### config.mk
export PLATFORM = sky130hd
export DESIGN_NAME = msrv32_decode_stage
export DESIGN_NICKNAME = d
export VERILOG_FILES = /design/src/rtl/msrv32_pkg.sv /design/src/rtl/msrv32_decode_comb.sv /design/src/rtl/msrv32_decode_stage.sv
export SDC_FILE = /design/constraint.sdc
export NUM_CORES = 1
export LEC_CHECK = 0
export BUFFER_PORTS_ARGS = -buffer_cell sky130_fd_sc_hd__buf_2
export CAP_MARGIN = 40
export CORE_UTILIZATION = 46
export DETAILED_ROUTE_END_ITERATION = 8
export GPL_TIMING_DRIVEN = 0
export MAX_ROUTING_LAYER = met4
export PLACE_DENSITY = 0.77
export SLEW_MARGIN = 20
export SYNTH_ARGS = -nofsm -noshare
export SYNTH_HDL_FRONTEND = slang
export SYNTH_HIERARCHICAL = 1
export SYNTH_SLANG_ARGS = --single-unit
### constraint.sdc
create_clock -name clk_in -period 2.2 [get_ports clk_in]
set_clock_uncertainty 0.05 [all_clocks]
set_input_delay 0.22 -clock clk_in [delete_from_list [all_inputs] [get_ports clk_in]]
set_output_delay 0.22 -clock clk_in [all_outputs]
set_load 0.1 [all_outputs]
### src/rtl/msrv32_pkg.sv
// Shared encodings for the msrv32 decode stage: opcode[6:2] values, write-back and
// immediate selectors, ALU opcode bit positions and the decoded-field bundle.
package msrv32_pkg;

  localparam logic [4:0] OPC_LOAD     = 5'b00000;
  localparam logic [4:0] OPC_MISC_MEM = 5'b00011;
  localparam logic [4:0] OPC_OP_IMM   = 5'b00100;
  localparam logic [4:0] OPC_AUIPC    = 5'b00101;
  localparam logic [4:0] OPC_STORE    = 5'b01000;
  localparam logic [4:0] OPC_OP       = 5'b01100;
  localparam logic [4:0] OPC_LUI      = 5'b01101;
  localparam logic [4:0] OPC_BRANCH   = 5'b11000;
  localparam logic [4:0] OPC_JALR     = 5'b11001;
  localparam logic [4:0] OPC_JAL      = 5'b11011;
  localparam logic [4:0] OPC_SYSTEM   = 5'b11100;

  localparam logic [2:0] WB_ALU    = 3'b000;
  localparam logic [2:0] WB_LU     = 3'b001;
  localparam logic [2:0] WB_IMM    = 3'b010;
  localparam logic [2:0] WB_IADDER = 3'b011;
  localparam logic [2:0] WB_CSR    = 3'b100;
  localparam logic [2:0] WB_PC_4   = 3'b101;

  localparam logic [2:0] IMM_R      = 3'b000;
  localparam logic [2:0] IMM_I      = 3'b001;
  localparam logic [2:0] IMM_S      = 3'b010;
  localparam logic [2:0] IMM_B      = 3'b011;
  localparam logic [2:0] IMM_U      = 3'b100;
  localparam logic [2:0] IMM_J      = 3'b101;
  localparam logic [2:0] IMM_I_LOAD = 3'b111;

  localparam int ALU_BIT_MEXT  = 4;
  localparam int ALU_BIT_ALT   = 3;
  localparam int ALU_OP_BASE_W = 5;

  localparam logic [6:0] F7_ZERO = 7'b0000000;
  localparam logic [6:0] F7_ALT  = 7'b0100000;
  localparam logic [6:0] F7_MEXT = 7'b0000001;

  typedef struct packed {
    logic [2:0]               wb_mux_sel;
    logic [2:0]               imm_type;
    logic [2:0]               csr_op;
    logic [ALU_OP_BASE_W-1:0] alu_opcode;
    logic [1:0]               load_size;
    logic                     load_unsigned;
    logic                     alu_src;
    logic                     iaddr_src;
    logic                     mem_wr_req;
    logic                     csr_wr_en;
    logic                     rf_wr_en;
    logic                     illegal;
    logic                     misaligned_load;
    logic                     misaligned_store;
  } dec_fields_t;

  // Halfword needs addr[0]==0, word needs addr[1:0]==0; byte is always aligned.
  function automatic logic is_misaligned(input logic [1:0] size, input logic [1:0] addr);
    return ((size == 2'b01) && addr[0]) || ((size == 2'b10) && (addr != 2'b00));
  endfunction

endpackage

### src/rtl/msrv32_decode_comb.sv
// Pure combinational RV32 decode: raw instruction plus effective-address LSBs in,
// field bundle out. Legality covers opcode, funct3 and funct7 forms.
module msrv32_decode_comb
  import msrv32_pkg::*;
#(
  parameter bit ENABLE_M   = 1'b0,
  parameter bit ENABLE_CSR = 1'b1
) (
  input  logic [31:0]  instr,
  input  logic [1:0]   iadder_lsb,
  output dec_fields_t  fields
);

  logic [4:0] opc;
  logic [2:0] funct3;
  logic [6:0] funct7;
  logic       is_load, is_store, is_op, is_op_imm, is_branch, is_jalr, is_jal;
  logic       is_lui, is_auipc, is_system, is_misc_mem, is_csr;
  logic       known_opc, shift_right_imm, op_f7_ok, imm_shift_ok, illegal;
  logic       unused_bits;

  assign opc    = instr[6:2];
  assign funct3 = instr[14:12];
  assign funct7 = instr[31:25];
  assign unused_bits = ^{instr[24:15], instr[11:7]};

  assign is_load     = (opc == OPC_LOAD);
  assign is_store    = (opc == OPC_STORE);
  assign is_op       = (opc == OPC_OP);
  assign is_op_imm   = (opc == OPC_OP_IMM);
  assign is_branch   = (opc == OPC_BRANCH);
  assign is_jalr     = (opc == OPC_JALR);
  assign is_jal      = (opc == OPC_JAL);
  assign is_lui      = (opc == OPC_LUI);
  assign is_auipc    = (opc == OPC_AUIPC);
  assign is_system   = (opc == OPC_SYSTEM);
  assign is_misc_mem = (opc == OPC_MISC_MEM);
  assign is_csr      = is_system && (funct3 != 3'b000) && ENABLE_CSR;

  assign known_opc = is_load | is_store | is_op | is_op_imm | is_branch | is_jalr |
                     is_jal | is_lui | is_auipc | is_system | is_misc_mem;

  assign shift_right_imm = is_op_imm && (funct3 == 3'b101);

  // The alternate funct7 only exists for SUB and SRA.
  always_comb begin
    op_f7_ok = 1'b0;
    if (funct7 == F7_ZERO)
      op_f7_ok = 1'b1;
    else if (funct7 == F7_ALT)
      op_f7_ok = (funct3 == 3'b000) || (funct3 == 3'b101);
    else if (funct7 == F7_MEXT)
      op_f7_ok = ENABLE_M;
  end

  always_comb begin
    imm_shift_ok = 1'b1;
    if (funct3 == 3'b001)
      imm_shift_ok = (funct7 == F7_ZERO);
    else if (funct3 == 3'b101)
      imm_shift_ok = (funct7 == F7_ZERO) || (funct7 == F7_ALT);
  end

  always_comb begin
    illegal = 1'b0;
    if (instr[1:0] != 2'b11 || !known_opc)
      illegal = 1'b1;
    else if (is_jalr && funct3 != 3'b000)
      illegal = 1'b1;
    else if (is_branch && (funct3 == 3'b010 || funct3 == 3'b011))
      illegal = 1'b1;
    else if (is_load && (funct3 == 3'b011 || funct3 == 3'b110 || funct3 == 3'b111))
      illegal = 1'b1;
    else if (is_store && funct3 >= 3'b011)
      illegal = 1'b1;
    else if (is_op && !op_f7_ok)
      illegal = 1'b1;
    else if (is_op_imm && !imm_shift_ok)
      illegal = 1'b1;
    else if (is_system && funct3 == 3'b100)
      illegal = 1'b1;
    else if (is_system && funct3 != 3'b000 && !ENABLE_CSR)
      illegal = 1'b1;
  end

  always_comb begin
    fields = '0;

    if (is_load)                 fields.wb_mux_sel = WB_LU;
    else if (is_lui)             fields.wb_mux_sel = WB_IMM;
    else if (is_auipc)           fields.wb_mux_sel = WB_IADDER;
    else if (is_system && funct3 != 3'b000 && ENABLE_CSR)
                                 fields.wb_mux_sel = WB_CSR;
    else if (is_jal || is_jalr)  fields.wb_mux_sel = WB_PC_4;
    else                         fields.wb_mux_sel = WB_ALU;

    if (is_op)                                 fields.imm_type = IMM_R;
    else if (is_op_imm || is_misc_mem)         fields.imm_type = IMM_I;
    else if (is_store)                         fields.imm_type = IMM_S;
    else if (is_branch)                        fields.imm_type = IMM_B;
    else if (is_lui || is_auipc)               fields.imm_type = IMM_U;
    else if (is_jal)                           fields.imm_type = IMM_J;
    else if (is_load || is_jalr || is_system)  fields.imm_type = IMM_I_LOAD;
    else                                       fields.imm_type = IMM_R;

    fields.csr_op                   = funct3;
    fields.alu_opcode[2:0]          = funct3;
    fields.alu_opcode[ALU_BIT_ALT]  = funct7[5] && (is_op || shift_right_imm);
    fields.alu_opcode[ALU_BIT_MEXT] = ENABLE_M && is_op && (funct7 == F7_MEXT);

    fields.load_size     = funct3[1:0];
    fields.load_unsigned = funct3[2];
    fields.alu_src       = instr[5];
    fields.iaddr_src     = is_load | is_store | is_jalr;

    fields.misaligned_load  = is_load  && is_misaligned(funct3[1:0], iadder_lsb);
    fields.misaligned_store = is_store && is_misaligned(funct3[1:0], iadder_lsb);

    fields.illegal    = illegal;
    fields.mem_wr_req = is_store && !illegal && !fields.misaligned_store;
    fields.csr_wr_en  = is_csr && !illegal;
    fields.rf_wr_en   = (is_op | is_op_imm | is_load | is_jal | is_jalr | is_lui |
                         is_auipc | is_csr) && !illegal;
  end

endmodule

### src/rtl/msrv32_decode_stage.sv
// Registered RV32 decode stage: valid/ready handshake around the combinational
// decoder, trap flush and a saturating illegal-instruction counter.
module msrv32_decode_stage
  import msrv32_pkg::*;
#(
  parameter bit ENABLE_M   = 1'b0,
  parameter bit ENABLE_CSR = 1'b1,
  parameter int ALU_OP_W   = 5,
  parameter int ILL_CNT_W  = 16
) (
  input  logic                 clk_in,
  input  logic                 rst_in,
  input  logic                 trap_taken_in,
  input  logic                 instr_valid_in,
  output logic                 instr_ready_out,
  input  logic [31:0]          instr_in,
  input  logic [1:0]           iadder_out_1_to_0_in,
  output logic                 dec_valid_out,
  input  logic                 dec_ready_in,
  output logic [2:0]           wb_mux_sel_out,
  output logic [2:0]           imm_type_out,
  output logic [2:0]           csr_op_out,
  output logic [ALU_OP_W-1:0]  alu_opcode_out,
  output logic [1:0]           load_size_out,
  output logic                 load_unsigned_out,
  output logic                 alu_src_out,
  output logic                 iaddr_src_out,
  output logic                 mem_wr_req_out,
  output logic                 csr_wr_en_out,
  output logic                 rf_wr_en_out,
  output logic                 illegal_instr_out,
  output logic                 misaligned_load_out,
  output logic                 misaligned_store_out,
  output logic [ILL_CNT_W-1:0] illegal_count_out
);

  dec_fields_t          dec_p0;
  dec_fields_t          dec_p1;
  logic                 vld_p1;
  logic                 accept_p0;
  logic [ILL_CNT_W-1:0] ill_cnt;

  msrv32_decode_comb #(
    .ENABLE_M   (ENABLE_M),
    .ENABLE_CSR (ENABLE_CSR)
  ) u_decode_comb (
    .instr      (instr_in),
    .iadder_lsb (iadder_out_1_to_0_in),
    .fields     (dec_p0)
  );

  assign instr_ready_out = !vld_p1 || dec_ready_in;
  assign accept_p0       = instr_valid_in && instr_ready_out && !trap_taken_in;

  // p0 -> p1: trap flush wins over a same-cycle accept; a pop without accept
  // clears valid but leaves the fields as they were.
  always_ff @(posedge clk_in) begin
    if (rst_in) begin
      vld_p1  <= 1'b0;
      dec_p1  <= '0;
      ill_cnt <= '0;
    end else if (trap_taken_in) begin
      vld_p1 <= 1'b0;
    end else if (accept_p0) begin
      vld_p1 <= 1'b1;
      dec_p1 <= dec_p0;
      if (dec_p0.illegal && ill_cnt != {ILL_CNT_W{1'b1}})
        ill_cnt <= ill_cnt + 1'b1;
    end else if (dec_ready_in) begin
      vld_p1 <= 1'b0;
    end
  end

  assign dec_valid_out        = vld_p1;
  assign wb_mux_sel_out       = dec_p1.wb_mux_sel;
  assign imm_type_out         = dec_p1.imm_type;
  assign csr_op_out           = dec_p1.csr_op;
  assign alu_opcode_out       = ALU_OP_W'(dec_p1.alu_opcode);
  assign load_size_out        = dec_p1.load_size;
  assign load_unsigned_out    = dec_p1.load_unsigned;
  assign alu_src_out          = dec_p1.alu_src;
  assign iaddr_src_out        = dec_p1.iaddr_src;
  assign mem_wr_req_out       = dec_p1.mem_wr_req;
  assign csr_wr_en_out        = dec_p1.csr_wr_en;
  assign rf_wr_en_out         = dec_p1.rf_wr_en;
  assign illegal_instr_out    = dec_p1.illegal;
  assign misaligned_load_out  = dec_p1.misaligned_load;
  assign misaligned_store_out = dec_p1.misaligned_store;
  assign illegal_count_out    = ill_cnt;

endmodule

## Yosys cells after proc, flatten, opt, wreduce, memory -nomap -nowiden

Cells that the tools add are included.

| storage, ports and cells | value |
|---|---|
| register bits | 41 |
| output and inout port bits | 43 |
| logic and storage cells | 136 |

| operators by class | value |
|---|---|
| $add $sub $neg | 1 |
| reduce and logical (&&, ||, !) cells | 51 |
| bitwise logic cells | 19 |
| muxes and demuxes | 26 |
| order comparisons | 1 |
| eq/ne operators | 22 |

Operators by type and width:

| kind | count |
|---|---|
| 2-to-1 mux 3 bit | 12 |
| logical AND 1 bit | 21 |
| equality test 5 bit (second input constant) | 4 |
| bitwise OR 1 bit | 18 |
| adder 16 x 1 -> 16 bit (second input constant) | 1 |
| inequality test 16 bit (second input constant) | 1 |
| equality test 5 x 4 -> 1 bit (second input constant) | 3 |
| logical OR 1 bit | 14 |
| 2-to-1 mux 1 bit | 14 |
| equality test 3 bit (second input constant) | 4 |
| equality test 5 x 3 -> 1 bit (second input constant) | 2 |
| equality test 7 x 6 -> 1 bit (second input constant) | 1 |
| logical NOT 1 bit | 7 |
| logical NOT 7 bit | 1 |
| equality test 3 x 2 -> 1 bit (second input constant) | 2 |
| equality test 5 x 2 -> 1 bit (second input constant) | 1 |
| logical NOT 5 bit | 1 |
| nonzero test 2 bit | 2 |
| equality test 3 x 1 -> 1 bit (second input constant) | 1 |
| >= comparator 3 x 2 -> 1 bit (second input constant) | 1 |
| logical NOT 3 bit | 1 |
| AND reduction 3 bit | 1 |
| nonzero test 3 bit | 1 |
| equality test 2 x 1 -> 1 bit (second input constant) | 1 |
| other kinds (5) | 5 |

## Logic depth before layout (Yosys ltp)

| depth | value |
|---|---|
| word-level depth | 17 |
| depth in mapped cells | 11 |

## Hierarchy

The synthesis kept the hierarchy.

Modules (own cells, without submodules):

| module | cells an instance | area an instance (um2) | times used |
|---|---|---|---|
| msrv32_decode_stage | 216 | 1874.3 | 1 |
| msrv32_decode_comb | 95 | 560.5 | 1 |

## Worst setup path after synthesis

OpenSTA, ideal clock, no wires.

| path | value |
|---|---|
| kind | flip-flop to flip-flop |
| from | register vld_p1 (netlist: dec_valid_out) |
| to | register ill_cnt[14] (netlist: illegal_count_out[14]) |
| buffers on the path | 1 |
| cell stages (with the launch flop) | 6 |
| slack | -0.274 ns |
| library setup time | 0.123 ns |
| arrival | 2.300 ns |
| period minus slack after synthesis | 2.474 ns |
| cell sequence | dfxtp_1 -> nand2b_1 -> buf_2 -> nand4_2 -> nor4_2 -> mux2_1 |

| between the ends | value |
|---|---|
| longest elaborated chain between the ends | 5 |

RTL lines:

| element | line | RTL |
|---|---|---|
| start: declaration | msrv32_decode_stage.sv:39 | `logic vld_p1;` |
| start signal: assignment | msrv32_decode_stage.sv:59 | `vld_p1 <= 1'b0;` |
| start signal: assignment | msrv32_decode_stage.sv:63 | `vld_p1 <= 1'b0;` |
| start signal: assignment | msrv32_decode_stage.sv:65 | `vld_p1 <= 1'b1;` |
| logical NOT 1 bit | msrv32_decode_stage.sv:52 | `assign instr_ready_out = !vld_p1 \|\| dec_ready_in;` |
| logical OR 1 bit | msrv32_decode_stage.sv:52 |  |
| via instr_ready_out | msrv32_decode_stage.sv:15 | `output logic instr_ready_out,` |
| logical AND 1 bit (2 in a row) | msrv32_decode_stage.sv:53 | `assign accept_p0 = instr_valid_in && instr_ready_out && !trap_taken_in;` |
| AND reduction 3 bit (no line) | n/a |  |
| end signal: assignment | msrv32_decode_stage.sv:68 | `ill_cnt <= ill_cnt + 1'b1;` |
| end: declaration | msrv32_decode_stage.sv:41 | `logic [ILL_CNT_W-1:0] ill_cnt;` |

The timed path passes the listed nets, and every way through them passes these cells.
A chain may end at the register's enable or synchronous reset.

==> reports/summary.txt <==
Status: complete, no violations
Initial antenna violation count: 0
Dpl cells: 444
Min-delay src: trap_taken_in
Post-route setup slack: 8.890 ps
RSZ-0062 raised after global routing: true
Worst reg2reg path endpoint: illegal_count_out[3]
Share of post-route cells with drive strength above 1: 36.10%
Ant. Diodes: 0
CP Capture Type: flip-flop
Worst-Skew Late Latency: 290 ps
Largest net degree at the start of global routing: 14
Finish-stage setup viols: 0
Initial Utilization: 47.67%
Post-DP HPWL: 4376 µm
Total GRT Usage: 23.22%
Area Growth Syn to Fin: 26.77%
Clock Sink Count: 42
Crit path kind: primary input to flip-flop
Max Buffers Root-to-Sink: 2
Synth warn: 6
WL/cell: 13.52 µm
Core Box Area: 5107 µm²
Chip Width: 74.76 µm
Final hold violations: 0
Startpoint Class: primary input
Relative slew slack: 66.09%
CP max FO: 4
DRT Wirelength: 6152 µm
CTS tree: built
Dpl ws: -466.2 ps
Gpl congestion: 0.9590
Maxcap violations: 0
Syn Nets: 351
Clock share of power: 31.4%
Final net count: 424
Synth Register Bits: 42
Final min period: 2191 ps
Hold buffer count at CTS: 0
I/O pin count: 82
Worst Hold Depth: 2
Worst IR drop on VDD: 0.2916 mV
Final worst-path cycle share: 99.60%
DR pass1 iterations: 4
Hold EP: dec_valid_out
Sw Ratio: 31.68%
Cell Area, Synth: 2435 µm²
DRT antenna net count: 0
Global-route wire length before repair: 9784 µm
Mapped Avg Cell Area: 7.829 µm²
DIE AREA: 5588 µm²
Worst-path clk slew: 80 ps
First-iteration detailed-routing DRC count: 176
Total chip power: 1650 µW
Sequential power share: 47.6%
Die Y: 74.76 µm
Post-Synthesis Cells: 311
Top_reg_cell synth: dfxtp_1
CP Data Required Time: 2340 ps
Vias in the first global route: 2171
Net switching power: 522.6 µW
Count of standard-cell rows: 26
DR DRC count: 0
Finished Layout Cells: 455
Highest Clock Rate: 456.4 MHz
Total global routing overflow: 0
Slew @ Worst Pin: 508.7 ps
FF-to-FF path depth: 6
Reg-to-reg startpoint: illegal_count_out[0]
CTS Root Cell: clkbuf_8
Vias: 2422
Cell Pwr Density: 534.4 nW/µm²
Max H-tree Level: 2
Critical Path AT: 2330 ps
Buffers on Ports: 63
Hold Crit Class: primary input to flip-flop
Vias/cell: 5.323
Static Leak: 0.001282 µW
Post-synth ARST share: 0%
Internal: 1127 µW
Post-synth EDFFs: 0
CTS Buf Count: 5
Flop2flop setup slack: 330 ps
Netlist cell types: 58
Sequential share of the synthesized area: 34.53%
Final Max Tran Viols: 0
Logic pwr share: 21.0%
-- metrics by stage --
stage	utilization [%]	hold slack [ps]	instance area, µm²	TNS [ps]
global placement	56.54	343.5	2888	-4627
floorplan	-	242.8	2485	-346.1
CTS	59.31	32.94	3029	0
global route	60.44	33.52	3087	-15.26
finish	60.44	35.72	3087	0
detailed placement	56.54	344.8	2888	-4946
-- critical path: stages --
cell and delay (ps):
buf_6 90, or4_4 530, nor3_4 200, o22ai_2 110
or3_4 380, and3_4 180, and3_4 180, and3_4 150
mux2_4 280
-- power by group through the flow --
stage | combinational, µW | clock, µW | sequential [µW]
floorplan | 134 | 0 | 920
global placement | 322 | 0 | 803
detailed placement | 325 | 0 | 804
CTS | 333 | 535 | 786
global route | 371 | 574 | 788
finish | 347 | 517 | 786
-- Yosys cell counts (all sizes together), types with 6 or more instances --
cell type,count,area (µm²)
dfxtp,42,840.8
nor2,21,78.83
nor2b,9,56.30
and4,6,57.56
nor3,7,35.03
clkbuf,10,37.54
buf,23,173.9
nand2,60,227.7
a21oi,38,193.9
nand4,7,65.06
nand3,8,45.04
mux2,8,90.08
o21ai,6,30.02
-- cell usage in the layout (no fill, tap or decap), types with 2 or more instances in the layout --
master     n
or3_1      2
and3_4     3
clkbuf_1   9
a21oi_1   37
buf_6      7
and4_1     3
nor3b_1    5
buf_2     60
buf_4     20
nor4_2     3
dfxtp_1   32
nand3_1    7
mux2_1     4
nor2b_1    9
or3_4      2
nor4_1     2
dfxtp_2   10
a311oi_1   2
mux2_2     3
nand2b_1   5
and2b_1    2
a31oi_1    3
o21ai_1    2
nand4_1    5
nor2_1    21
o21bai_1   2
nand2_1   59
nor3_1     5
and4_2     2
a211oi_1   2
nand4_4    2
o31ai_1    4
inv_1      5
o21ai_0    4
and2_1     2
clkbuf_8   6
-- sequential cells by signal, indices dropped and copies added (netlist names), 2 cells and up --
| name | flops |
|---|---|
| alu_opcode_out | 5 |
| csr_op_out | 3 |
| illegal_count_out | 16 |
| imm_type_out | 3 |
| load_size_out | 2 |
| wb_mux_sel_out | 3 |
-- cells by family after synthesis --
kind of cell / count (synthesis) / synth area share [%]
mux: 9 / 4.111
simple gates: 153 / 34.48
fa+ha+maj: 1 / 0.5138
compound gates: 66 / 16.39
buf+inv: 39 / 9.815
flops: 42 / 34.53
other cells: 1 / 0.1540
-- layer usage --
| layer | global-route usage, % | vias up | part of all wire [%] |
|---|---|---|---|
| met5 | - | - | 0 |
| met4 | 7.338 | 0 | 0.75 |
| met3 | 4.819 | 5 | 4.8 |
| met2 | 36.04 | 76 | 48 |
| met1 | 30.27 | 1117 | 47 |
| li1 | - | 1224 | - |
-- worst max path at each step --
stage	start	endpoint	depth (start not counted)	slack, ps
after floorplan	instr_in[28]	illegal_count_out[9]	9	-110
after global placement	instr_in[13]	illegal_count_out[3]	11	-440
after detailed placement	instr_in[13]	illegal_count_out[3]	11	-470
after CTS	instr_in[28]	illegal_count_out[9]	10	0.4
after global routing	instr_in[29]	illegal_count_out[9]	9	-20
final	instr_in[29]	illegal_count_out[9]	9	9
-- layout make-up --
cell class              instances  area (µm²)
well taps                      70       87.58
multi-input cells             230        1444
plain buffers                  33       216.5
clock inverters                 2       12.51
fillers                       489        2021
repair buffers                 67       371.6
flip-flops and latches         42       853.3
clock buffers                   6       82.58
inverters                       5       18.77
-- what timing repair did --
item | 4_1_cts | 5_1_grt
buffers inserted | 1 | 3
endpoints found under the setup margin | 11 | 10
gates resized for setup | 9 | 10
pin swaps | 3 | 9
endpoints found under the hold margin | 0 | 0
Power figures use the tool's default switching activity.
